[src/rtl/sysa_sched.sv]
// sysa_sched: single-clock sequencer around one N x N systolic array.
// One start command runs one tile. The block loads N weight rows (skipped
// when reuse_w is set and weights are already held) and N input rows.
// It clears the array, runs it with skewed input words while deskewing
// column outputs into a result buffer, then streams N*N results
// row-major.
//
// Ports:
//   clk, rst              clock, synchronous active-high reset
//   start, reuse_w        tile command (IDLE only), weight-reuse qualifier
//   busy, done            state != IDLE, one-cycle pulse after last result
//   w_valid/w_ready/w_data     weight row stream (lane c at [c*DW +: DW])
//   in_valid/in_ready/in_data  input row stream  (lane c at [c*DW +: DW])
//   sa_clr, sa_en, sa_w, sa_in array control, weight tile, skewed input word
//   sa_out                array column outputs (column k at [k*AW +: AW])
//   r_valid/r_ready/r_data/r_last  result stream, r_last on index N*N-1
module sysa_sched #(
    parameter int N       = 3,
    parameter int DW      = 8,
    parameter int AW      = 16,
    parameter int OUT_LAT = 1
) (
    input  logic              clk,
    input  logic              rst,
    input  logic              start,
    input  logic              reuse_w,
    output logic              busy,
    output logic              done,
    input  logic              w_valid,
    output logic              w_ready,
    input  logic [DW*N-1:0]   w_data,
    input  logic              in_valid,
    output logic              in_ready,
    input  logic [DW*N-1:0]   in_data,
    output logic              sa_clr,
    output logic              sa_en,
    output logic [DW*N*N-1:0] sa_w,
    output logic [DW*N-1:0]   sa_in,
    input  logic [AW*N-1:0]   sa_out,
    output logic              r_valid,
    input  logic              r_ready,
    output logic [AW-1:0]     r_data,
    output logic              r_last
);
    localparam int NN   = N * N;
    localparam int CW   = (N > 1) ? $clog2(N) : 1;
    localparam int TMAX = OUT_LAT + 2 * N - 2;
    localparam int TW   = $clog2(TMAX + 1);
    localparam int IW   = (NN > 1) ? $clog2(NN) : 1;

    typedef enum logic [2:0] {IDLE, LOAD_W, LOAD_I, CLEAR, RUN, OUT} state_t;

    state_t              state_q, state_d;
    logic [CW-1:0]       w_cnt_q, w_cnt_d, i_cnt_q, i_cnt_d;
    logic [TW-1:0]       t_q, t_d;
    logic [IW-1:0]       idx_q, idx_d;
    logic                w_loaded_q, w_loaded_d;
    logic                done_q, done_d;
    logic [DW*N*N-1:0]   w_q;
    logic [DW-1:0]       x_q [N][N];
    logic [AW-1:0]       res_q [NN];

    always_comb begin
        state_d    = state_q;
        w_cnt_d    = w_cnt_q;
        i_cnt_d    = i_cnt_q;
        t_d        = t_q;
        idx_d      = idx_q;
        w_loaded_d = w_loaded_q;
        done_d     = 1'b0;
        w_ready    = 1'b0;
        in_ready   = 1'b0;
        sa_en      = 1'b0;
        r_valid    = 1'b0;
        unique case (state_q)
            IDLE: begin
                if (start) begin
                    if (reuse_w && w_loaded_q) begin
                        state_d = LOAD_I;
                        i_cnt_d = '0;
                    end else begin
                        state_d = LOAD_W;
                        w_cnt_d = '0;
                    end
                end
            end
            LOAD_W: begin
                w_ready = 1'b1;
                if (w_valid) begin
                    if (w_cnt_q == CW'(N - 1)) begin
                        state_d    = LOAD_I;
                        w_cnt_d    = '0;
                        i_cnt_d    = '0;
                        w_loaded_d = 1'b1;
                    end else begin
                        w_cnt_d = w_cnt_q + CW'(1);
                    end
                end
            end
            LOAD_I: begin
                in_ready = 1'b1;
                if (in_valid) begin
                    if (i_cnt_q == CW'(N - 1)) begin
                        state_d = CLEAR;
                        i_cnt_d = '0;
                    end else begin
                        i_cnt_d = i_cnt_q + CW'(1);
                    end
                end
            end
            CLEAR: begin
                state_d = RUN;
                t_d     = '0;
            end
            RUN: begin
                sa_en = 1'b1;
                if (t_q == TW'(TMAX)) begin
                    state_d = OUT;
                    t_d     = '0;
                    idx_d   = '0;
                end else begin
                    t_d = t_q + TW'(1);
                end
            end
            OUT: begin
                r_valid = 1'b1;
                if (r_ready) begin
                    if (idx_q == IW'(NN - 1)) begin
                        state_d = IDLE;
                        idx_d   = '0;
                        done_d  = 1'b1;
                    end else begin
                        idx_d = idx_q + IW'(1);
                    end
                end
            end
            default: state_d = IDLE;
        endcase
        // Reset wins over whatever state is still registered this cycle.
        if (rst) begin
            w_ready  = 1'b0;
            in_ready = 1'b0;
            sa_en    = 1'b0;
            r_valid  = 1'b0;
        end
    end

    always_ff @(posedge clk) begin
        if (rst) begin
            state_q    <= IDLE;
            w_cnt_q    <= '0;
            i_cnt_q    <= '0;
            t_q        <= '0;
            idx_q      <= '0;
            w_loaded_q <= 1'b0;
            done_q     <= 1'b0;
            w_q        <= '0;
            for (int r = 0; r < N; r++)
                for (int c = 0; c < N; c++)
                    x_q[r][c] <= '0;
            for (int i = 0; i < NN; i++)
                res_q[i] <= '0;
        end else begin
            state_q    <= state_d;
            w_cnt_q    <= w_cnt_d;
            i_cnt_q    <= i_cnt_d;
            t_q        <= t_d;
            idx_q      <= idx_d;
            w_loaded_q <= w_loaded_d;
            done_q     <= done_d;
            if (w_ready && w_valid)
                for (int r = 0; r < N; r++)
                    for (int c = 0; c < N; c++)
                        if (int'(w_cnt_q) == r)
                            w_q[(r*N+c)*DW +: DW] <= w_data[c*DW +: DW];
            if (in_ready && in_valid)
                for (int r = 0; r < N; r++)
                    for (int c = 0; c < N; c++)
                        if (int'(i_cnt_q) == r)
                            x_q[r][c] <= in_data[c*DW +: DW];
            // Deskew: row r of column k leaves the array at t = r + OUT_LAT + k.
            if (state_q == RUN)
                for (int r = 0; r < N; r++)
                    for (int k = 0; k < N; k++)
                        if (int'(t_q) == r + OUT_LAT + k)
                            res_q[r*N+k] <= sa_out[k*AW +: AW];
        end
    end

    // Skew: lane j carries row t-j, so row i enters lane j at t = i + j.
    always_comb begin
        sa_in = '0;
        if (state_q == RUN && !rst)
            for (int j = 0; j < N; j++)
                for (int i = 0; i < N; i++)
                    if (int'(t_q) == i + j)
                        sa_in[j*DW +: DW] = x_q[i][j];
    end

    always_comb begin
        r_data = '0;
        if (state_q == OUT && !rst)
            r_data = res_q[idx_q];
    end

    assign busy   = !rst && (state_q != IDLE);
    assign done   = done_q && !rst;
    assign sa_clr = rst || (state_q == CLEAR);
    assign sa_w   = w_q;
    assign r_last = !rst && (state_q == OUT) && (idx_q == IW'(NN - 1));

endmodule
[config.mk]
export PLATFORM = sky130hd
export DESIGN_NAME = sysa_sched
export DESIGN_NICKNAME = d
export VERILOG_FILES = /design/src/rtl/sysa_sched.sv
export SDC_FILE = /design/constraint.sdc
export NUM_CORES = 1
export LEC_CHECK = 0
export ABC_AREA = 1
export CAP_MARGIN = 40
export CELL_PAD_IN_SITES_DETAIL_PLACEMENT = 1
export CELL_PAD_IN_SITES_GLOBAL_PLACEMENT = 1
export CORE_MARGIN = 5
export CORE_UTILIZATION = 40
export CTS_CLUSTER_DIAMETER = 80
export DETAILED_ROUTE_END_ITERATION = 7
export PLACE_DENSITY = 0.81
export SETUP_SLACK_MARGIN = 0.02
export SKIP_LAST_GASP = 1
export SLEW_MARGIN = 10
export SYNTH_ARGS = -nofsm -noshare
export SYNTH_HDL_FRONTEND = slang
export SYNTH_SLANG_ARGS = --single-unit
[constraint.sdc]
create_clock -name clk -period 6.4 [get_ports clk]
set_input_delay 1.28 -clock clk [delete_from_list [all_inputs] [get_ports clk]]
set_output_delay 1.28 -clock clk [all_outputs]
set_load 0.005 [all_outputs]
After elaboration in Yosys (flattened, before gate mapping)
Memories as Yosys holds them, arrays and structs flattened. A register that Yosys moved wholly into a read port is not among the register bits.
Index checks and enable logic that the tools add are counted.
{"block": "classes", "addsub": 4, "mux": 102, "n_eq_ne": 28, "n_reduce_logical": 28, "bitwise": 20}
{"op": "16-bit 2-to-1 mux", "n": 10}
{"op": "8-bit 2-to-1 mux", "n": 18}
{"op": "1-bit 2-to-1 mux", "n": 43}
{"op": "3-bit 2-to-1 mux", "n": 9}
{"op": "24-bit 2-to-1 mux", "n": 1}
{"op": "2-bit 2-to-1 mux", "n": 11}
{"op": "3-bit == test, second input constant", "n": 7}
{"op": "4-bit 2-to-1 mux", "n": 5}
{"op": "2-bit inequality test, second input constant", "n": 9}
{"op": "1-bit OR", "n": 18}
{"op": "3-bit one-hot mux with 6 select lines", "n": 1}
{"op": "2-bit == test, second input constant", "n": 6}
{"op": "3-bit by 2-bit == test with 1-bit output, second input constant", "n": 3}
{"op": "1-bit logical AND", "n": 8}
{"op": "4-bit one-hot mux with 2 select lines", "n": 1}
{"op": "8-bit AND reduction", "n": 1}
{"op": "3-bit zero test", "n": 2}
{"op": "2-bit one-hot mux with 3 select lines", "n": 1}
{"op": "3-bit one-hot mux with 2 select lines", "n": 1}
{"op": "2-bit AND reduction", "n": 3}
{"op": "3-bit AND reduction", "n": 2}
{"op": "6-bit AND reduction", "n": 1}
{"op": "2-bit nonzero test", "n": 3}
{"op": "3-bit nonzero test", "n": 2}
{"op": "13 further kinds", "n": 16}
{"block": "word_totals", "mem_count": 2, "ram_bits": 216, "reg_bits": 88, "out_inout_bits": 120}
{"name": "res_q", "depth": 9, "word_bits": 16, "read_ports": 1, "rd_ports_with_merged_regs": 1, "wr": 9, "line_no": "61", "text": "logic [AW-1:0] res_q [NN];"}
{"name": "x_q", "depth": 3, "word_bits": 24, "read_ports": 3, "rd_ports_with_merged_regs": 0, "wr": 3, "line_no": "60", "text": "logic [DW-1:0] x_q [N][N];"}

Logic depth before layout (Yosys ltp)
Gate-level depths: netlist of run 1.
{"block": "logic_depth", "word_depth": 8, "mapped_depth": 11, "ltp_nobuf": 10}

Least setup slack after synthesis of run 1
OpenSTA, ideal clock, no wires.
{"block": "synth_timing", "kind": "flip-flop to flip-flop", "start": "register t_q[2]", "end": "memory res_q[2][0] (enable)", "setup_ps": 520, "path_buffers": 3, "period_less_slack_ps": 5259, "path_slack_ps": 1141, "t_arrival_ps": 4739, "stages_incl_launch_ff": 8, "t_required_ps": 5880, "path_cell_list": "dfxtp_1 -> clkbuf_1 -> inv_2 -> ha_1 -> clkbuf_1 -> inv_2 -> clkbuf_1 -> o21ai_0"}
{"item": "start: declaration", "line_no": "55", "text": "logic [TW-1:0] t_q, t_d;"}
{"item": "start signal: assignment", "line_no": "167", "text": "t_q <= t_d;"}
{"item": "end: declaration", "line_no": "61"}

Worst setup path in the final report of run 1
{"block": "layout_timing", "start": "input port rst", "end": "output port sa_in[1]"}
{"block": "layout_via", "elab_chain_cells": 3}
{"item": "start: declaration", "line_no": "24", "text": "input logic rst,"}
{"item": "1-bit zero test", "line_no": "193", "text": "if (state_q == RUN && !rst)"}
{"item": "1-bit logical AND", "line_no": "193"}
{"item": "24-bit 2-to-1 mux", "line_no": "193"}
{"item": "end: declaration", "line_no": "38", "text": "output logic [DW*N-1:0] sa_in,"}
Every way passes these cells.

==> results of run 1 <==
==> per-stage QoR <==
step | instances | total power [mW] | instance area (um2) | hold WS [ps] | utilization
after floorplan | 1373 | 2.68 | 12900 | 427 | -
after global placement | 1933 | 2.92 | 15400 | 450 | 0.486
after detailed placement | 1944 | 2.97 | 15700 | 469 | 0.494
after CTS | 2005 | 4.88 | 16700 | 487 | 0.528
after global routing | 2007 | 5.04 | 16800 | 520 | 0.528
final | 2009 | 4.83 | 16800 | 484 | 0.528
==> cells in the mapped netlist (4+ instances only) <==
library cell    n
buf_2          18
nor2_2          5
o21ai_1         4
nand3_1       155
dfxtp_1        92
buf_4           5
edfxtp_1      216
inv_1         119
nand2_1       284
o211ai_1        8
inv_2           9
nor2_1        249
a21oi_1        33
a31oi_1        16
o21ai_0        82
clkbuf_1       47
==> final cells by class <==
cell class / count / share of cell area
diodes: 3 / 0.000448
clock buffers: 40 / 0.0559
clock inverters: 21 / 0.00873
inverters: 128 / 0.0287
multi-input cells: 861 / 0.226
flip-flops and latches: 308 / 0.497
well taps: 402 / 0.0300
repair buffers: 246 / 0.153
==> worst reg2reg max path, cell delays in order (launching register included) <==
cell     delay [ps]
dfxtp_1         490
inv_2           110
nor2_4          130
nand2_2         110
nor3_4          220
nand3_2         520
nand2_1         680
buf_16          230
==> layer usage <==
metal  share of wire  global-route usage
met5         0.00090                   0
met4           0.032              0.0715
met3           0.056              0.0459
met2            0.50               0.369
met1            0.41               0.258
==> power by group through the flow <==
stage | registers, mW | logic, mW | clock network, mW
after floorplan | 2.32 | 0.361 | 0
after global routing | 2.32 | 0.694 | 2.03
after CTS | 2.31 | 0.631 | 1.94
final | 2.31 | 0.624 | 1.90
after detailed placement | 2.35 | 0.622 | 0
after global placement | 2.34 | 0.576 | 0
==> flip-flops by register name (all words and copies together), names as in the netlist, named ones only <==
register    count
w_cnt_q         2
x_q            72
idx_q           4
sa_w           72
w_loaded_q      1
state_q         3
t_q             3
i_cnt_q         2
res_q         144
done_q          1
==> cell families after synthesis <==
| logic type | after synthesis | synth area share |
|---|---|---|
| buf+inv | 204 | 0.0641 |
| simple gates | 711 | 0.229 |
| compound gates | 147 | 0.0607 |
| fa+ha+maj | 3 | 0.00290 |
| flops | 308 | 0.644 |
==> final timing paths <==
check / startpoint / end / slack (ps)
setup / recovery: rst / sa_in[1] / 1420
hold reg to reg: sa_w[35] / sa_w[35] / 480
setup reg to reg: state_q[1] / x_q[0][52] / 3620
hold / removal: sa_w[35] / sa_w[35] / 480
==> layout by cell type, fill, tap and decap left out, types with 6 or more instances in the layout <==
cell type,instances
a31oi_1,16
a21oi_1,33
clkdlybuf4s50_1,222
nand3_1,155
clkinv_2,9
edfxtp_1,216
nand2_1,284
o21ai_0,81
inv_1,118
o211ai_1,8
dfxtp_1,91
inv_2,10
buf_4,12
buf_16,6
clkinv_1,9
clkbuf_16,37
nor2_1,249
==> results.rst, run 1 <==
.. list-table::
   :header-rows: 1

   * - Metric
     - Value
   * - Number of cells on the worst reg-to-reg path
     - 7
   * - Total clock buffers created by CTS
     - 34
   * - Cell-by-cell listing of the critical path
     - clkdlybuf4s50_1, nor2_2, buf_6, inv_1, a31oi_1, clkdlybuf4s50_1
   * - Cell with the biggest individual delay on the critical path
     - clkdlybuf4s50_1
   * - Crit-path max cell delay
     - 730 ps
   * - Relative slew slack
     - 0.387
   * - Footprint of the multi-input gates
     - 3790 um2
   * - Arrival time of the worst setup path
     - 3700 ps
   * - Buffers inserted by post-CTS timing repair
     - 0
   * - # setup viols final
     - 0
   * - Share of the clock period used by the worst path
     - 0.779
   * - Die area
     - 36000 um2
   * - Critical path fanouts, max
     - 13
   * - Residual overflow from global routing
     - 0
   * - Proportion of synthesized flip-flops having asynchronous set or reset
     - 0
   * - Dominant cells by area after synthesis
     - edfxtp_1 50%, dfxtp_1 14%, nand2_1 8.2%, nor2_1 7.2%, nand3_1 6.0%
   * - Remaining antenna violation count after routing
     - 0
   * - Initial Utilization
     - 0.408
   * - CTS HTree Levels
     - 2
   * - Count of TritonRoute iterations in the first routing pass
     - 4
   * - Via count of the first global-routing pass
     - 11100
   * - Gate family responsible for the most delay along the worst path
     - buffers and inverters
   * - Detailed-route wire length per cell
     - 19.3 um
   * - Least-Margin Pin Slew
     - 919 ps
   * - Hold Buf Count CTS
     - 0
   * - Sw Ratio
     - 0.254
   * - Total Nets Final
     - 1685
   * - Area growth from synthesis to final layout
     - 29.5%
   * - Reported leakage power
     - 6.89 nW
   * - Height of the die
     - 190 um
   * - Number of buffers and inverters on the critical path
     - 4
   * - Clk buf depth
     - 3
   * - Setup repair after global routing missed its margin
     - false
   * - Net count of the mapped netlist
     - 1479
   * - Net switching power
     - 1.23 mW
   * - Internal portion of total power
     - 3.61 mW
   * - CP dominant cell by count
     - clkdlybuf4s50_1
   * - FILL cells
     - 3578
   * - Fraction of the yosys area taken by sequential cells
     - 0.644
   * - Final Max Slew Viols
     - 0
   * - Most instantiated flip-flop cell in the synthesis netlist
     - edfxtp_1
   * - Synthesis-stage register bit count
     - 308
   * - YS warnings
     - 0
   * - Post-route DRC violation count
     - 0
   * - Nature of the critical path endpoint
     - output pin
   * - Proportion of netlist area held by the largest area contributor
     - 0.501
   * - Global router's overall resource usage
     - 0.211
   * - Peak clock frequency supported by timing
     - 201 MHz
   * - Fraction of layout instances using a drive strength above 1
     - 0.0636
   * - Biggest area consumer among synthesized cells
     - edfxtp_1
   * - Insertion delay to the later sink of the worst-skew pair
     - 500 ps
   * - Setup total negative slack
     - 0 ps
   * - Worst slack at placement
     - 1420 ps
   * - Maximum capacitance violations
     - 0
   * - I/O pin cnt
     - 223
   * - Reg power frac
     - 0.477
   * - Syn_area_per_cell
     - 9.42 um2
   * - Aggregate routed wire length
     - 38700 um
   * - Setup slack after layout
     - 1420 ps
   * - Final count of hold timing violations
     - 0
   * - Outcome
     - complete, no violations
   * - Vias per inst
     - 5.20
   * - Synth Cell Area
     - 12900 um2
   * - Rows
     - 65
   * - Routability cong.
     - 0.809
   * - Clock slew at the register clock pins of the worst setup and hold paths
     - 60 ps
   * - PortBufs
     - 222
   * - Pin count of the biggest net entering global routing
     - 94
   * - Post-Syn Instances
     - 1373
   * - Comb pwr share
     - 0.129
   * - Cell depth of the worst min-delay path
     - 2
   * - Area of the placeable core
     - 31700 um2
   * - Worst vdd rail ir drop
     - 0.186 mV
   * - Clock network fraction of design power
     - 0.394
   * - X dimension of the die
     - 190 um
   * - CTS-repair resized insts
     - 0
   * - Startpoint Class
     - input pin
   * - Antenna violations before repair
     - 3
   * - DR vias
     - 10400
   * - Total stage count of the critical path
     - 6
   * - Power density normalized to cell area
     - 288 nW/um2
   * - Post-synth EDFFs
     - 216
   * - Cell variety after synth
     - 32
   * - Hold/Removal Path Class
     - reg -> reg
   * - Clock Sink Count
     - 308
   * - Final HPWL from detailed placement
     - 25600 um
   * - Required @ worst endpoint
     - 5120 ps
   * - Global-route wire length before repair
     - 60600 um
   * - Worst Setup Path Type
     - in -> out
   * - Initial drt markers
     - 524
   * - CTS tree
     - built
   * - Final min period
     - 4980 ps
   * - Worst clock skew on the final layout
     - 7.53 ps
   * - Register Area
     - 8330 um2
   * - Root Buffer
     - clkbuf_16
(Power assumes the default switching activity.)
==> run 2, diff against run 1 <==
Settings changed: CORE_UTILIZATION 40 to 37, PLACE_DENSITY 0.81 to 0.79.
Clock period 6.4 ns to 4 ns, I/O delays scaled along.
==> run 2 against run 1 <==
Sequential power increased by 60%. First-iteration DRC count increased by 9.4%. Clock-buffer cell count rose by 6. Worst setup slack got worse by 1100 ps. Total power is 60% higher. Critical path depth stayed put. Flip-flop and latch count unchanged. Combinational power increased by 57%. Critical endpoint is now sa_in[17].
==> results.rst, run 2 (synthesis gave the netlist of run 1 again) <==
.. list-table::
   :header-rows: 1

   * - Metric
     - Value
   * - CTS HTree Levels
     - 2
   * - Final HPWL from detailed placement
     - 26600 um
   * - Critical path fanouts, max
     - 25
   * - FILL cells
     - 3894
   * - Relative slew slack
     - 0.433
   * - Detailed-route wire length per cell
     - 19.2 um
   * - Global-route wire length before repair
     - 62000 um
   * - Vias per inst
     - 5.01
   * - Buffers inserted by post-CTS timing repair
     - 0
   * - Final min period
     - 3730 ps
   * - Worst Setup Path Type
     - reg -> out
   * - Root Buffer
     - clkbuf_16
   * - X dimension of the die
     - 197 um
   * - Residual overflow from global routing
     - 0
   * - CTS-repair resized insts
     - 0
   * - Footprint of the multi-input gates
     - 3790 um2
   * - Total clock buffers created by CTS
     - 35
   * - Area of the placeable core
     - 34500 um2
   * - Worst clock skew on the final layout
     - 23.5 ps
   * - I/O pin cnt
     - 223
   * - Setup slack after layout
     - 274 ps
   * - Height of the die
     - 197 um
   * - Nature of the critical path endpoint
     - output pin
   * - Number of flip-flops in the largest register
     - 144
   * - Most flop-heavy register
     - res_q
   * - Initial drt markers
     - 573
   * - Fraction of layout instances using a drive strength above 1
     - 0.0701
   * - Final Max Slew Viols
     - 0
   * - Outcome
     - complete, no violations
   * - # setup viols final
     - 0
   * - Power density normalized to cell area
     - 462 nW/um2
   * - Worst vdd rail ir drop
     - 0.265 mV
   * - Global router's overall resource usage
     - 0.201
   * - Clock slew at the register clock pins of the worst setup and hold paths
     - 60 ps
   * - Clk buf depth
     - 3
   * - Antenna cells
     - 0
   * - Aggregate routed wire length
     - 39800 um
   * - Remaining antenna violation count after routing
     - 0
   * - Peak clock frequency supported by timing
     - 268 MHz
   * - PortBufs
     - 222
   * - Maximum capacitance violations
     - 0
   * - Most common cell after layout, fill and taps aside
     - nand2_1
   * - Insertion delay to the later sink of the worst-skew pair
     - 510 ps
   * - Post-route DRC violation count
     - 0
   * - Area growth from synthesis to final layout
     - 29.5%
   * - Pin count of the biggest net entering global routing
     - 93
   * - Share of the clock period used by the worst path
     - 0.931
   * - Least-Margin Pin Slew
     - 850 ps
   * - Reported leakage power
     - 6.88 nW
   * - CTS tree
     - built
   * - Register Area
     - 8330 um2
   * - Hold Buf Count CTS
     - 0
   * - Clock Sink Count
     - 308
   * - Initial Utilization
     - 0.375
   * - Arrival time of the worst setup path
     - 2930 ps
   * - Final count of hold timing violations
     - 0
   * - Die area
     - 38800 um2
   * - Rows
     - 68
   * - Count of TritonRoute iterations in the first routing pass
     - 5
   * - Routability cong.
     - 0.828
   * - Via count of the first global-routing pass
     - 11300
   * - Total Nets Final
     - 1693
   * - Antenna violations before repair
     - 3
   * - Setup repair after global routing missed its margin
     - false
   * - Startpoint Class
     - flip-flop
   * - Commonest cells after routing, fill and taps aside
     - 284 x nand2_1, 249 x nor2_1, 222 x clkdlybuf4s50_1, 216 x edfxtp_1, 155 x nand3_1
   * - DR vias
     - 10400
   * - Worst slack at placement
     - 480 ps
   * - Setup total negative slack
     - 0 ps
   * - Required @ worst endpoint
     - 3200 ps
   * - Hold/Removal Path Class
     - reg -> reg
run 2: cell count changes in the layout (fill, tap and decap cells not counted), moves of 2 or more:
cell,before,now
buf_4,12,29
clkbuf_1,3,5
buf_6,2,0
clkbuf_8,0,3
buf_16,6,1
clkinv_1,9,5
buf_8,3,1
diode_2,3,0
run 2: final cells by class:
| class | count | share of cell area |
|---|---|---|
| multi-input combinational | 861 | 0.226 |
| timing repair buffer | 253 | 0.148 |
| inverter | 128 | 0.0287 |
| sequential | 308 | 0.497 |
| clock inverter | 17 | 0.00679 |
| clock buffer | 46 | 0.0593 |
| tap | 455 | 0.0340 |
run 2: path summary, 6_finish.rpt:
path                            depth (start not counted)        from  slack (ps)           end
worst max register to register                          7      t_q[0]        1340  res_q[6][10]
worst max-delay path                                    6      t_q[2]         270     sa_in[17]
worst min-delay path                                    2  w_loaded_q         460    w_loaded_q
worst min register to register                          2  w_loaded_q         460    w_loaded_q
run 2: report_power, final:
group / internal, mW / switching [mW] / leakage, nW / total, mW
logic: 0.374 / 0.606 / 3.36 / 0.980
registers: 3.58 / 0.102 / 2.97 / 3.69
clock network: 1.82 / 1.25 / 0.550 / 3.07
total: 5.78 / 1.96 / 6.88 / 7.74
run 2: layer usage:
metal / part of all wire / routed length (um) / vias up / global-route usage
li1: - / - / 4956 / -
met1: 0.40 / 16100 / 5077 / 0.243
met2: 0.51 / 20300 / 263 / 0.360
met3: 0.063 / 2510 / 65 / 0.0484
met4: 0.023 / 923 / 6 / 0.0534
met5: 0.0012 / 46 / - / 0
run 2: metrics by stage:
step | utilization | hold WS (ps) | instance area (um2) | power, mW | instances
after global routing | 0.485 | 505 | 16800 | 8.07 | 2068
final | 0.485 | 459 | 16800 | 7.74 | 2068
after detailed placement | 0.453 | 443 | 15700 | 4.73 | 2005
after floorplan | - | 427 | 12900 | 4.29 | 1373
after CTS | 0.485 | 461 | 16800 | 7.82 | 2068
after global placement | 0.452 | 441 | 15600 | 4.69 | 2003
run 2: worst max-delay path, cell delays in order (launching register included):
cell and delay (ps):
dfxtp_1 470, inv_2 160, ha_1 380, inv_2 450
nand3_1 180, a31oi_1 210, clkdlybuf4s50_1 540
